`config.mk`:
```
export PLATFORM = sky130hd
export DESIGN_NAME = sipo_msb
export DESIGN_NICKNAME = d
export VERILOG_FILES = /design/src/rtl/sipo_msb_pkg.sv /design/src/rtl/sipo_msb_demux.sv /design/src/rtl/sipo_msb.sv
export SDC_FILE = /design/constraint.sdc
export NUM_CORES = 1
export LEC_CHECK = 0
export CAP_MARGIN = 40
export CORE_MARGIN = 3
export CORE_UTILIZATION = 54
export CTS_BUF_LIST = sky130_fd_sc_hd__clkbuf_8
export DETAILED_ROUTE_END_ITERATION = 16
export PLACE_DENSITY = 0.77
export SLEW_MARGIN = 30
export SYNTH_ARGS = -nofsm -noshare
export SYNTH_HDL_FRONTEND = slang
export SYNTH_HIERARCHICAL = 1
export SYNTH_SLANG_ARGS = --single-unit
```
`constraint.sdc`:
```
create_clock -name clk_i -period 3.4 [get_ports clk_i]
set_input_delay 0.34 -clock clk_i [delete_from_list [all_inputs] [get_ports clk_i]]
set_output_delay 0.34 -clock clk_i [all_outputs]
set_load 0.02 [all_outputs]
```
`src/rtl/sipo_msb_pkg.sv`:
```
// Shared definitions for the MSB-first serial-to-parallel receiver.
// The serializer muxes use the same widths and state encoding.
//   DATA_WIDTH : width of the assembled parallel word
//   BEATS      : serial beats per frame
//   IDX_WIDTH  : width of the beat index (holds 0..BEATS)
//   QUAD_LANES : lane count in quad mode
//   state_t    : receiver states (IDLE, RECV)
package sipo_msb_pkg;

    localparam int DATA_WIDTH = 64;
    localparam int BEATS      = 16;
    localparam int IDX_WIDTH  = 5;
    localparam int QUAD_LANES = 4;

    typedef enum logic {
        IDLE = 1'b0,
        RECV = 1'b1
    } state_t;

endpackage

```
`src/rtl/sipo_msb_demux.sv`:
```
// demux_msb: combinational beat-to-bit placement for the MSB-first receiver.
// Beat idx (1..BEATS) lands at the top of the word and walks downward.
// Ports:
//   idx     in  current beat index; 0 or out-of-range gives no write
//   mode    in  1 = quad (4 bits per beat), 0 = single (1 bit per beat)
//   sdata   in  serial lane data; only bit 0 is used in single mode
//   wr_en   out per-bit write enables into the shift word
//   wr_data out per-bit write data, valid where wr_en is set
module demux_msb #(
    parameter int DATA_WIDTH = sipo_msb_pkg::DATA_WIDTH,
    parameter int BEATS      = sipo_msb_pkg::BEATS,
    parameter int IDX_WIDTH  = sipo_msb_pkg::IDX_WIDTH
) (
    input  logic [IDX_WIDTH-1:0]  idx,
    input  logic                  mode,
    input  logic [3:0]            sdata,
    output logic [DATA_WIDTH-1:0] wr_en,
    output logic [DATA_WIDTH-1:0] wr_data
);
    import sipo_msb_pkg::*;

    localparam logic [DATA_WIDTH-1:0] QUAD_TOP   =
        {{QUAD_LANES{1'b1}}, {(DATA_WIDTH-QUAD_LANES){1'b0}}};
    localparam logic [DATA_WIDTH-1:0] SINGLE_TOP = {1'b1, {(DATA_WIDTH-1){1'b0}}};
    localparam logic [IDX_WIDTH-1:0]  LAST_IDX   = IDX_WIDTH'(BEATS);

    // Zero-based beat offset; quad mode scales it by four lanes.
    logic [7:0] shamt;

    always_comb begin
        shamt   = 8'(idx) - 8'd1;
        wr_en   = '0;
        wr_data = '0;
        if (idx != '0 && idx <= LAST_IDX) begin
            if (mode) begin
                wr_en   = QUAD_TOP >> {shamt, 2'b00};
                wr_data = {sdata, {(DATA_WIDTH-4){1'b0}}} >> {shamt, 2'b00};
            end else begin
                wr_en   = SINGLE_TOP >> shamt;
                wr_data = {sdata[0], {(DATA_WIDTH-1){1'b0}}} >> shamt;
            end
        end
    end

endmodule

```
`src/rtl/sipo_msb.sv`:
```
// sipo_msb: MSB-first serial-to-parallel receiver, quad or single lane.
// A frame is BEATS sampled beats; the completed word is published on pdata_o
// with a one-cycle valid_o pulse.
// Ports:
//   clk_i     in  clock, rising edge
//   reset_i   in  synchronous active-high reset
//   start_i   in  frame start, honoured only in IDLE
//   abort_i   in  drop the frame in progress (RECV only)
//   mode_i    in  lane mode, latched at start (1 = quad, 0 = single)
//   sample_i  in  beat strobe, honoured only in RECV
//   sdata_i   in  serial lane data
//   pdata_o   out last completed word
//   idx_o     out beat index: 0 idle, 1..BEATS in a frame
//   busy_o    out high while receiving
//   valid_o   out one-cycle pulse when pdata_o updates
//
// state | meaning
// IDLE  | waiting for start_i; sample_i and abort_i ignored
// RECV  | collecting beats; start_i ignored, abort_i drops the frame
module sipo_msb #(
    parameter int DATA_WIDTH = sipo_msb_pkg::DATA_WIDTH,
    parameter int BEATS      = sipo_msb_pkg::BEATS,
    parameter int IDX_WIDTH  = sipo_msb_pkg::IDX_WIDTH
) (
    input  logic                  clk_i,
    input  logic                  reset_i,
    input  logic                  start_i,
    input  logic                  abort_i,
    input  logic                  mode_i,
    input  logic                  sample_i,
    input  logic [3:0]            sdata_i,
    output logic [DATA_WIDTH-1:0] pdata_o,
    output logic [IDX_WIDTH-1:0]  idx_o,
    output logic                  busy_o,
    output logic                  valid_o
);
    import sipo_msb_pkg::*;

    localparam logic [IDX_WIDTH-1:0] LAST_IDX = IDX_WIDTH'(BEATS);

    state_t                state_q, state_d;
    logic [IDX_WIDTH-1:0]  idx_q, idx_d;
    logic                  mode_q, mode_d;
    logic [DATA_WIDTH-1:0] word_q, word_d;
    logic [DATA_WIDTH-1:0] pdata_q, pdata_d;
    logic                  valid_q, valid_d;
    logic [DATA_WIDTH-1:0] wr_en, wr_data;
    logic [DATA_WIDTH-1:0] word_merged;

    demux_msb #(
        .DATA_WIDTH (DATA_WIDTH),
        .BEATS      (BEATS),
        .IDX_WIDTH  (IDX_WIDTH)
    ) u_demux (
        .idx     (idx_q),
        .mode    (mode_q),
        .sdata   (sdata_i),
        .wr_en   (wr_en),
        .wr_data (wr_data)
    );

    // Word with the current beat folded in; used both for the shift word
    // and, on the last beat, directly for pdata so the final beat is included.
    assign word_merged = (word_q & ~wr_en) | (wr_data & wr_en);

    always_ff @(posedge clk_i) begin
        if (reset_i) begin
            state_q <= IDLE;
            idx_q   <= '0;
            mode_q  <= 1'b0;
            word_q  <= '0;
            pdata_q <= '0;
            valid_q <= 1'b0;
        end else begin
            state_q <= state_d;
            idx_q   <= idx_d;
            mode_q  <= mode_d;
            word_q  <= word_d;
            pdata_q <= pdata_d;
            valid_q <= valid_d;
        end
    end

    always_comb begin
        state_d = state_q;
        idx_d   = idx_q;
        mode_d  = mode_q;
        word_d  = word_q;
        pdata_d = pdata_q;
        valid_d = 1'b0;
        case (state_q)
            IDLE: begin
                if (start_i) begin
                    state_d = RECV;
                    idx_d   = IDX_WIDTH'(1);
                    mode_d  = mode_i;
                    word_d  = '0;
                end
            end
            RECV: begin
                if (abort_i) begin
                    state_d = IDLE;
                    idx_d   = '0;
                    word_d  = '0;
                end else if (sample_i) begin
                    word_d = word_merged;
                    if (idx_q == LAST_IDX) begin
                        pdata_d = word_merged;
                        valid_d = 1'b1;
                        idx_d   = '0;
                        state_d = IDLE;
                    end else begin
                        idx_d = idx_q + IDX_WIDTH'(1);
                    end
                end
            end
            default: begin
                state_d = IDLE;
                idx_d   = '0;
            end
        endcase
    end

    assign pdata_o = pdata_q;
    assign idx_o   = idx_q;
    assign busy_o  = (state_q == RECV);
    assign valid_o = valid_q;

endmodule
```
# ---- Word level (Yosys, flattened, before mapping)
# Cells that the tools add are included.
dict set report word_totals {
  ff_bits 136
  latchBits 0
  ramBits 0
  romBits 0
  input_bits 10
  out_inout_bits 71
  elab_cells 48
  memories 0
}
dict set report classes {
  n_addsub 2
  multipliers 0
  div_mod_pow 0
  magnitude_cmp 1
  n_eq_ne 3
  shift 4
  muxes 19
  n_bitwise 7
  reduce_logical 6
}
# cell n
set op_table {}
lappend op_table {{2-to-1 mux 64 bit} 7}
lappend op_table {{bitwise AND 64 bit} 2}
lappend op_table {{case mux 64 bit (2 select lines)} 1}
lappend op_table {{inverter 64 bit} 1}
lappend op_table {{OR 64 bit} 1}
lappend op_table {{>> shifter 64 x 10 -> 64 bit} 1}
lappend op_table {{>> shifter 64 x 10 -> 64 bit (first input constant)} 1}
lappend op_table {{>> shifter 64 x 8 -> 64 bit} 1}
lappend op_table {{>> shifter 64 x 8 -> 64 bit (first input constant)} 1}
lappend op_table {{2-to-1 mux 5 bit} 4}
lappend op_table {{case mux 5 bit (2 select lines)} 1}
lappend op_table {{subtractor 5 x 1 -> 6 bit (second input constant)} 1}
lappend op_table {{adder 5 x 1 -> 5 bit (second input constant)} 1}
lappend op_table {{equality test 5 bit (second input constant)} 1}
lappend op_table {{<= comparator 5 bit (second input constant)} 1}
lappend op_table {{2-to-1 mux 1 bit} 5}
lappend op_table {{nonzero test 5 bit} 1}
lappend op_table {{AND reduction 2 bit} 2}
lappend op_table {{AND reduction 4 bit} 1}
lappend op_table {{OR reduction 4 bit} 1}
lappend op_table {{inequality test 3 bit (second input constant)} 1}
lappend op_table {{inverter 1 bit} 3}
lappend op_table {{inequality test 2 bit (second input constant)} 1}
lappend op_table {{case mux 1 bit (2 select lines)} 1}
lappend op_table {{logical AND 1 bit} 1}

# ---- Longest topological paths before layout
# Gate-level depths: netlist of the first run.
dict set report logic_depth {
  word_depth 10
  ltp_mapped 13
  ltp_nobuf 9
}

# ---- Modules after synthesis
# The synthesis of the first run kept the hierarchy.
# module instances cells_each area_per_inst_um2 seq_area_each_um2
set by_module_without_submodules {}
lappend by_module_without_submodules {sipo_msb 1 629 6211.0 2722.6}
lappend by_module_without_submodules {demux_msb 1 272 1571.5 0.0}

# ---- Worst setup path after synthesis of the first run
# Ideal clock, no wire load.
dict set report synth_timing {
  path_kind {register -> register}
  from {register idx_q[0] (netlist: idx_o[0])}
  to {register word_q[49]}
  setup_time_ps 70
  arrival_time_ps 3292
  required_ps 3330
  setup_slack_ps 37
  stages_incl_launch_ff 12
  path_buffers 3
  period_less_slack_ps 3363
  cell_sequence {dfxtp_1 > buf_4 > clkbuf_1 > inv_1 > ha_1 > clkbuf_1 > nor4_1 > o21ai_1 > a21oi_1 > mux2i_1 > or4b_1 > a21oi_1}
}
dict set report synth_between {
  elab_chain_len 10
  elab_cells_between_ends 19
  cone_classes {add/sub: 1; order compare: 1; shift: 4; mux: 7; bitwise: 4; reduce/logical: 2}
}
# item line_no
set synth_lines {}
lappend synth_lines {{start, declared} sipo_msb.sv:42} ;# logic [IDX_WIDTH-1:0] idx_q, idx_d;
lappend synth_lines {{start signal, assigned} sipo_msb.sv:76} ;# idx_q <= idx_d;
lappend synth_lines {{subtractor 5 x 1 -> 6 bit} sipo_msb_demux.sv:31} ;# shamt = 8'(idx) - 8'd1;
lappend synth_lines {{>> shifter 64 x 8 -> 64 bit / >> shifter 64 x 10 -> 64 bit (equally long branches)} {sipo_msb_demux.sv:39, sipo_msb_demux.sv:36}}
lappend synth_lines {{2-to-1 mux 64 bit} sipo_msb_demux.sv:35} ;# if (mode) begin
lappend synth_lines {{2-to-1 mux 64 bit *} sipo_msb_demux.sv:34} ;# if (idx != '0 && idx <= LAST_IDX) begin
lappend synth_lines {{via wr_en[49]} sipo_msb.sv:47} ;# logic [DATA_WIDTH-1:0] wr_en, wr_data;
lappend synth_lines {{inverter 64 bit} sipo_msb.sv:64} ;# assign word_merged = (word_q & ~wr_en) | (wr_data & wr_en);
lappend synth_lines {{bitwise AND 64 bit} sipo_msb.sv:64}
lappend synth_lines {{OR 64 bit *} sipo_msb.sv:64}
lappend synth_lines {{2-to-1 mux 64 bit *} sipo_msb.sv:105} ;# end else if (sample_i) begin
lappend synth_lines {{2-to-1 mux 64 bit *} sipo_msb.sv:101} ;# if (abort_i) begin
lappend synth_lines {{case mux 64 bit (2 select lines) *} sipo_msb.sv:91} ;# case (state_q)
lappend synth_lines {{end signal, assigned} sipo_msb.sv:78} ;# word_q <= word_d;
lappend synth_lines {{end, declared} sipo_msb.sv:44} ;# logic [DATA_WIDTH-1:0] word_q, word_d;
# Mark *: on every way through the listed nets, which the timed path passes. The rest lies on a longest branch. The select of a mux whose other input is x is not followed.
# A chain may end at the register's enable or synchronous reset.

# ---- Worst setup path in the final report of the first run
dict set report layout_timing {
  from {register idx_q[0] (netlist: idx_o[0])}
  to {register word_q[50]}
}
dict set report layout_between {
  elab_cells_between_ends 19
  cone_classes {add/sub: 1; order compare: 1; shift: 4; mux: 7; bitwise: 4; reduce/logical: 2}
}
# item line_no
set layout_rtl {}
lappend layout_rtl {{subtractor 5 x 1 -> 6 bit} sipo_msb_demux.sv:31}
lappend layout_rtl {{>> shifter 64 x 8 -> 64 bit / >> shifter 64 x 10 -> 64 bit (equally long branches)} {sipo_msb_demux.sv:40, sipo_msb_demux.sv:37}}
lappend layout_rtl {{2-to-1 mux 64 bit} sipo_msb_demux.sv:35}
lappend layout_rtl {{2-to-1 mux 64 bit *} sipo_msb_demux.sv:34}
lappend layout_rtl {{via wr_data[50]} sipo_msb.sv:47}
lappend layout_rtl {{bitwise AND 64 bit *} sipo_msb.sv:64}
lappend layout_rtl {{OR 64 bit *} sipo_msb.sv:64}
lappend layout_rtl {{2-to-1 mux 64 bit *} sipo_msb.sv:105}
lappend layout_rtl {{2-to-1 mux 64 bit *} sipo_msb.sv:101}
lappend layout_rtl {{case mux 64 bit (2 select lines) *} sipo_msb.sv:91}
# Marked as above.

==> results of run 1 <==
==> power by group <==
| part | switching, uW | leakage, uW | internal (uW) |
|---|---|---|---|
| logic | 251 | 0.00141 | 88.1 |
| clock network | 614 | 0.000201 | 650 |
| registers | 1.36 | 0.00110 | 1590 |
==> cell usage in the layout (no fill, tap or decap), types with 31 or more instances in the layout <==
master,instances
clkdlybuf4s50_1,79
dfxtp_1,136
a211oi_1,31
buf_4,36
nand3_1,44
a21oi_1,85
a32oi_1,36
nor3_1,47
mux2_2,35
nor2_1,114
==> registers in the layout, indices dropped and copies added, names as in the netlist <==
register,flops
busy_o,1
mode_q,1
valid_o,1
idx_o,5
word_q,64
pdata_o,64
==> layout make-up <==
class	count	area, um2
clock buffers	18	248
clock inverters	12	114
fillers	1219	4970
inverters	11	41.3
multi-input cells	658	4510
flip-flops and latches	136	2720
well taps	180	225
repair buffers	120	1160
==> metal layers <==
layer  wire (um)  GRT usage [%]  vias up
li1            -              -     3448
met1        9930           38.5     3456
met5           0              0        -
met3        1360           4.66       56
met4         607           10.0        0
met2        9890           40.5      310
==> per-stage QoR <==
stage                     hold slack [ns]  utilization (%)
final                               0.415             64.5
after global routing                0.426             64.5
after CTS                           0.397             64.4
after detailed placement            0.456             61.9
after global placement              0.451             61.7
after floorplan                     0.441                -
==> kinds of logic after synthesis <==
group | Yosys count
XOR/XNOR | 4
adder cells (fa/ha/maj) | 6
AND/OR/NAND/NOR | 337
flip-flops | 136
AO/OA/AOI/OAI | 246
multiplexers | 65
buffers and inverters | 107
==> synth_stat cells, types with 26 or more instances <==
master,number
a211oi_1,31
a21oi_1,85
a32oi_1,36
buf_2,26
clkbuf_1,41
dfxtp_1,136
mux2_2,35
mux2i_1,30
nand3_1,44
nor2_1,115
nor3_1,47
nor3_2,30
or4b_1,29
==> how the worst min path moves through the flow <==
stage,from,slack [ns],depth (start not counted),end
after CTS,reset_i,0.40,2,word_q[10]
after detailed placement,word_q[28],0.46,2,word_q[28]
after global routing,reset_i,0.43,2,word_q[0]
after global placement,word_q[47],0.45,2,word_q[47]
after floorplan,word_q[63],0.44,2,word_q[63]
final,reset_i,0.42,2,word_q[8]
==> worst max-delay path, delay by kind of cell, from the launching register on <==
| family | cells | cell delay [ns] |
|---|---|---|
| simple gates | 3 | 1.16 |
| buf+inv | 2 | 0.38 |
| compound gates | 2 | 0.38 |
| fa+ha+maj | 1 | 0.37 |
| flops | 1 | 0.32 |
| xor+xnor | 1 | 0.31 |
| mux | 1 | 0.14 |
==> results.yml, run 1 <==
placed_design:
  dpl.cell_count: 1105
  hpwl_um: 14100
  portBuffers: 80
  dp_slack_ns: 0.341
  routabilityCongestion: 0.970
  placed_cell_area_um2: 8650
global_routing:
  gr-total-overflow: 0
  antenna_found_initial: 0
  grt_first_pass_wirelength_um: 35400
  grt_usage_pct: 26.9
  first_global_vias: 6736
  grt_max_degree: 104
synth:
  synth_area_um2: 7780
  synth.area.top_cells: "dfxtp_1 35%, nor2_1 5.5%, a21oi_1 5.5%"
  synth-xor-area-share_pct: 0.450
  synthDistinctLibCells: 64
  synth-async-reset-ratio_pct: 0
  synth_edf_count: 0
  synth_top_area_share_pct: 35.0
  ys_seq_elements: 136
  ys.flop_type: "dfxtp_1"
  syn_inst: 901
  synth.avg_cell_area_um2: 8.64
  synthMuxAreaShare_pct: 8.92
  synth_top_family_by_area: "simple AND/OR/NAND/NOR gates"
  synthAdderAreaFrac_pct: 0.965
  yosys_warnings: 6
  synth_compound_area_share_pct: 22.7
  yosysSeqAreaShare_pct: 35.0
  synth-simple-area-share_pct: 24.6
  yosys.area.top_type: "dfxtp_1"
  synth_nets: 917
floorplan:
  io_pins: 81
  die_w_um: 126
  coreArea_um2: 14000
  fp-row-count: 43
  initial_core_util_pct: 55.6
  dieArea_um2: 15900
  die_h_um: 126
layout:
  fin_cells: 1135
  synthToLayoutAreaGrowth_pct: 15.9
  finalInstanceArea_um2: 9020
  drive_gt1_share_pct: 18.0
  antenna_cells: 0
  nets: 960
detailed_routing:
  drt-initial-drc-count: 704
  wl_um: 21800
  dr.pass1.iters: 8
  wire_per_inst_um: 19.2
  vias_per_cell: 6.41
  num_vias: 7270
  ant_nets: 0
  remaining_drc_errors: 0
setup_path:
  critical_path.startpoint: "idx_o[0]"
  r2r_cells: 10
  end_kind: "flip-flop"
  cp.required_ns: 3.77
  crit_path_end: "word_q[50]"
  critPathLaunchType: "flip-flop"
  crit_type: "reg2reg"
  crit_fanout: 9
  arrival_ns: 3.51
  path_cells: "inv_1 > ha_1 > xnor2_1 > buf_4 > nor4_1 > nand2_1 > o22ai_1 > mux2i_1 > or4b_1 > a21oi_1"
  r2r-end: "word_q[50]"
  crit_slowest_cell: "or4b_1"
  cpPeakStageDelay_ns: 0.51
  reg2reg_slack_ns: 0.26
  r2r_start: "idx_o[0]"
clock_tree:
  cts_resized: 0
  cts_hold_buf: 0
  cts_setup_buffers: 0
  clk_pin_slew_worst_paths_ns: 0.07
  cts-htree-levels: 4
  cts_sinks: 136
  cts_tree: "built"
  clk_latency_ns: 0.44
  root_buffer: "clkbuf_8"
  cts_buffers: 17
  max-clock-path-buffers: 2
sta:
  setup_slack_ns: 0.264
  rsz0062_at_grt: "false"
  fin_crit_ns: 3.14
  setup_viol: 0
  fmax_mhz: 319
  relSlewSlack_pct: 39.2
  slew_violations: 0
  skew_ns: 0.00982
  final_hold_viol_count: 0
  tightest_slew_ns: 0.903
  tns_ns: 0
  finalCritPeriodShare_pct: 92.2
pwr:
  total_power_uw: 3200
  leakage_uw: 0.00271
  ir_drop_mv: 0.324
  pwr_density_cell_nw_per_um2: 355
min_path:
  holdCritPathClass: "in2reg"
run:
  drv_cap: 0
run_status:
  outcome: "completed"
No activity file was read; power rests on OpenSTA's default activity.
==> run 2, diff against run 1 <==
--- a/config.mk
+++ b/config.mk
@@ -6,7 +6,6 @@
 export NUM_CORES = 1
 export LEC_CHECK = 0
 export CAP_MARGIN = 40
-export CORE_MARGIN = 3
 export CORE_UTILIZATION = 54
 export CTS_BUF_LIST = sky130_fd_sc_hd__clkbuf_8
 export DETAILED_ROUTE_END_ITERATION = 16
@@ -16,3 +15,4 @@
 export SYNTH_HDL_FRONTEND = slang
 export SYNTH_HIERARCHICAL = 1
 export SYNTH_SLANG_ARGS = --single-unit
+export TNS_END_PERCENT = 100
==> results.yml, run 2 (synthesis results as in run 1) <==
run_status:
  outcome: "completed"
global_routing:
  grt_use_met3_pct: 5.34
  grt_first_pass_wirelength_um: 35300
  grt_max_degree: 65
  gr-total-overflow: 0
  gr-usage-met1_pct: 42.2
  first_global_vias: 6677
  grt_usage_pct: 30.2
  antenna_found_initial: 0
  busiest_layer: "met2"
  grtUsageMet2_pct: 46.0
sta:
  worst_hold_slack_ns: 0.426
  skew_ns: 0.0155
  final_hold_viol_count: 0
  finalCritPeriodShare_pct: 91.2
  slew_violations: 0
  setup_slack_ns: 0.300
  fin_crit_ns: 3.10
  setup_viol: 0
  tightest_slew_ns: 0.729
  fmax_mhz: 323
  relSlewSlack_pct: 51.4
  rsz0062_at_grt: "false"
  tns_ns: 0
clock_tree:
  cts-htree-levels: 4
  clk_latency_ns: 0.46
  cts_setup_buffers: 0
  cts_tree: "built"
  cts_sinks: 136
  max-clock-path-buffers: 2
  cts_buffers: 17
  cts_resized: 0
  clk_pin_slew_worst_paths_ns: 0.08
  cts_hold_buf: 0
  root_buffer: "clkbuf_8"
placed_design:
  dpl.cell_count: 1106
  dp_slack_ns: 0.351
  routabilityCongestion: 0.961
  hpwl_um: 14100
  portBuffers: 80
layout:
  nets: 963
  mostFrequentLayoutCell: "dfxtp_1"
  antenna_cells: 0
  final.fill_count: 1248
  fin_cells: 1140
  multi_input_area_um2: 4500
  synthToLayoutAreaGrowth_pct: 17.1
  drive_gt1_share_pct: 18.3
  layout_common_cells: "136 x dfxtp_1, 114 x nor2_1, 85 x a21oi_1"
  seq_area_um2: 2720
floorplan:
  initial_core_util_pct: 55.6
  die_w_um: 122
  fp-row-count: 43
  dieArea_um2: 14900
  coreArea_um2: 14000
  die_h_um: 122
  io_pins: 81
detailed_routing:
  ant_nets: 0
  dr.pass1.iters: 5
  num_vias: 7312
  remaining_drc_errors: 0
  wire_per_inst_um: 19.3
  vias_per_cell: 6.41
  drt-initial-drc-count: 672
  wl_um: 22000
pwr:
  leakage_uw: 0.00275
  swShare_pct: 26.5
  p_seq_share_pct: 46.6
  total_power_uw: 3430
  combPwrFrac_pct: 9.9
  clkPwrFrac_pct: 43.5
  switching_power_uw: 908
  pwr_density_cell_nw_per_um2: 376
  intPower_uw: 2520
  ir_drop_mv: 0.308
setup_path:
  crit_fanout: 10
  end_kind: "flip-flop"
  cp.required_ns: 3.78
  critPathLaunchType: "flip-flop"
  crit_type: "reg2reg"
  arrival_ns: 3.48
min_path:
  holdCritPathClass: "in2reg"
run:
  drv_cap: 0
run 2: final cells by class:
class                   count  share of cell area [%]
multi-input cells         658                    49.4
flip-flops and latches    136                    29.9
repair buffers            123                    13.0
clock buffers              19                    2.87
well taps                 180                    2.47
clock inverters            13                    1.92
inverters                  11                   0.453
run 2: through the flow:
step | instance area [um2] | util, %
2_1_floorplan | 7780 | -
3_3_place_gp | 8650 | 61.8
3_5_place_dp | 8660 | 61.9
4_1_cts | 9090 | 65.0
5_1_grt | 9110 | 65.1
6_report | 9110 | 65.1
run 2: routing by layer:
metal,vias up,routed length (um)
li1,3454,-
met1,3525,9970
met2,287,10100
met3,46,1350
met4,0,512
met5,-,0
run 2: critical path, stage by stage (launching register included):
cell	delay (ns)
dfxtp_1	0.33
inv_1	0.09
ha_1	0.22
buf_4	0.16
xnor2_1	0.17
buf_2	0.21
nor2_1	0.47
nand2_1	0.35
nor3_1	0.24
mux2i_1	0.13
or4b_1	0.51
a21oi_1	0.15
run 2: worst paths after layout:
check / startpoint / to / slack, ns / depth (start not counted)
max: idx_o[0] / word_q[39] / 0.30 / 11
min: reset_i / word_q[28] / 0.43 / 2
max reg2reg: idx_o[0] / word_q[39] / 0.30 / 11
min reg2reg: word_q[29] / word_q[29] / 0.46 / 2
run 2: power groups by stage:
stage	Combinational [uW]	Sequential, uW	Clock [uW]
6_report	339	1600	1490
5_1_grt	359	1600	1580
4_1_cts	326	1600	1510
3_5_place_dp	325	1640	0
3_3_place_gp	325	1630	0
2_1_floorplan	220	1640	0
==> run 3, diff against run 2 <==
--- a/config.mk
+++ b/config.mk
@@ -6,10 +6,10 @@
 export NUM_CORES = 1
 export LEC_CHECK = 0
 export CAP_MARGIN = 40
-export CORE_UTILIZATION = 54
+export CORE_UTILIZATION = 29
 export CTS_BUF_LIST = sky130_fd_sc_hd__clkbuf_8
 export DETAILED_ROUTE_END_ITERATION = 16
-export PLACE_DENSITY = 0.77
+export PLACE_DENSITY = 0.45
 export SLEW_MARGIN = 30
 export SYNTH_ARGS = -nofsm -noshare
 export SYNTH_HDL_FRONTEND = slang
==> results.yml, run 3 (synthesis results as in run 1) <==
run_status:
  outcome: "finished with violations"
  violations: "design-rule violations"
clock_tree:
  clk_latency_ns: 0.46
  cts_tree: "built"
  clk_pin_slew_worst_paths_ns: 0.08
  root_buffer: "clkbuf_8"
  cts_setup_buffers: 0
  cts_buffers: 17
  cts_hold_buf: 0
  cts_resized: 0
  max-clock-path-buffers: 2
  cts_sinks: 136
  cts-htree-levels: 4
setup_path:
  end_kind: "flip-flop"
  arrival_ns: 3.44
  r2r_cells: 11
  cp.required_ns: 3.73
  crit_type: "reg2reg"
  crit_fanout: 10
  crit_cells: 11
  crit_buf_inv: 3
  crit_slowest_cell: "mux2_2"
  reg2reg_slack_ns: 0.29
  path_cells: "inv_1 > ha_1 > nor3b_1 > xnor2_1 > buf_4 > nand2_1 > buf_4 > a221oi_1 > mux2_2 > a32oi_1 > nor2_1"
  crit_top_cell: "buf_4"
  r2r-end: "word_q[62]"
  critPathLaunchType: "flip-flop"
  cpPeakStageDelay_ns: 0.40
  cp_top_family: "buffers and inverters"
  r2r_start: "idx_o[0]"
layout:
  mostFrequentLayoutCell: "dfxtp_1"
  antenna_cells: 0
  drive_gt1_share_pct: 19.2
  multi_input_area_um2: 4500
  layout_common_cells: "136 x dfxtp_1, 114 x nor2_1, 85 x a21oi_1"
  nets: 972
  seq_area_um2: 2720
  final.fill_count: 2739
  synthToLayoutAreaGrowth_pct: 20.7
floorplan:
  dieArea_um2: 27500
  die_w_um: 166
  die_h_um: 166
  io_pins: 81
  fp-row-count: 59
  coreArea_um2: 26200
  initial_core_util_pct: 29.7
sta:
  rsz0062_at_grt: "false"
  finalCritPeriodShare_pct: 91.4
  setup_viol: 0
  relSlewSlack_pct: 50.3
  tns_ns: 0
  worst_hold_slack_ns: 0.430
  slew_violations: 0
  fin_crit_ns: 3.11
  final_hold_viol_count: 0
  fmax_mhz: 322
  skew_ns: 0.0156
  tightest_slew_ns: 0.745
global_routing:
  first_global_vias: 6800
  gr-total-overflow: 0
  grt_usage_pct: 18.5
  grt_first_pass_wirelength_um: 40500
  grt_max_degree: 65
  antenna_found_initial: 0
detailed_routing:
  ant_nets: 0
  num_vias: 7106
  remaining_drc_errors: 4
  drt-initial-drc-count: 607
  wire_per_inst_um: 19.6
  vias_per_cell: 5.45
  dr.pass1.iters: 11
  wl_um: 25500
pwr:
  leakage_uw: 0.00279
  ir_drop_mv: 0.177
  pwr_density_cell_nw_per_um2: 373
placed_design:
  portBuffers: 80
  routabilityCongestion: 0.864
  hpwl_um: 16700
min_path:
  min_from: "reset_i"
  min_path_cells: 2
  holdCritPathClass: "in2reg"
  hold_end: "word_q[19]"
run:
  drv_cap: 0
==> run 3: changes by cell type in the layout (fill, tap and decap cells not counted), moves of 2 or more <==
cell | previous run | this run
buf_4 | 36 | 45
clkinv_4 | 0 | 3
inv_1 | 13 | 11
inv_6 | 3 | 1
==> run 3: how the worst max path moves through the flow <==
stage	from	end	slack [ns]
global route	idx_o[0]	word_q[51]	0.06
global placement	idx_o[0]	word_q[50]	0.41
floorplan	idx_o[0]	word_q[49]	0.04
finish	idx_o[0]	word_q[62]	0.29
detailed placement	idx_o[0]	pdata_o[62]	0.39
CTS	idx_o[0]	word_q[43]	0.38
==> run 3: layout make-up <==
class | instances | share of cell area [%]
flip-flops and latches | 136 | 29.0
repair buffers | 132 | 13.4
clock buffers | 20 | 2.93
inverters | 11 | 0.440
clock inverters | 11 | 1.82
multi-input cells | 658 | 47.9
well taps | 335 | 4.46
==> run 3: layer usage <==
metal	GRT usage (%)	wire, um
met1	26.7	12600
met2	29.0	11800
met3	2.96	873
met4	3.66	218
met5	0	0
==> run 3: through the flow <==
| step | total power (uW) | std cells | instance area [um2] | setup WS, ns | utilization, % |
|---|---|---|---|---|---|
| finish | 3500 | 1303 | 9390 | 0.292 | 35.8 |
| global route | 3630 | 1303 | 9390 | 0.0554 | 35.8 |
| CTS | 3540 | 1301 | 9380 | 0.379 | 35.8 |
| detailed placement | 1990 | 1270 | 8930 | 0.393 | 34.1 |
| global placement | 1990 | 1270 | 8930 | 0.409 | 34.1 |
| floorplan | 1860 | 901 | 7780 | 0.0373 | - |
==> run 3: where the power goes <==
group          switching (uW)  internal, uW  total (uW)
combinational             264          96.2         360
clock                     692           857        1550
sequential               1.46          1590        1600
total                     957          2550        3500
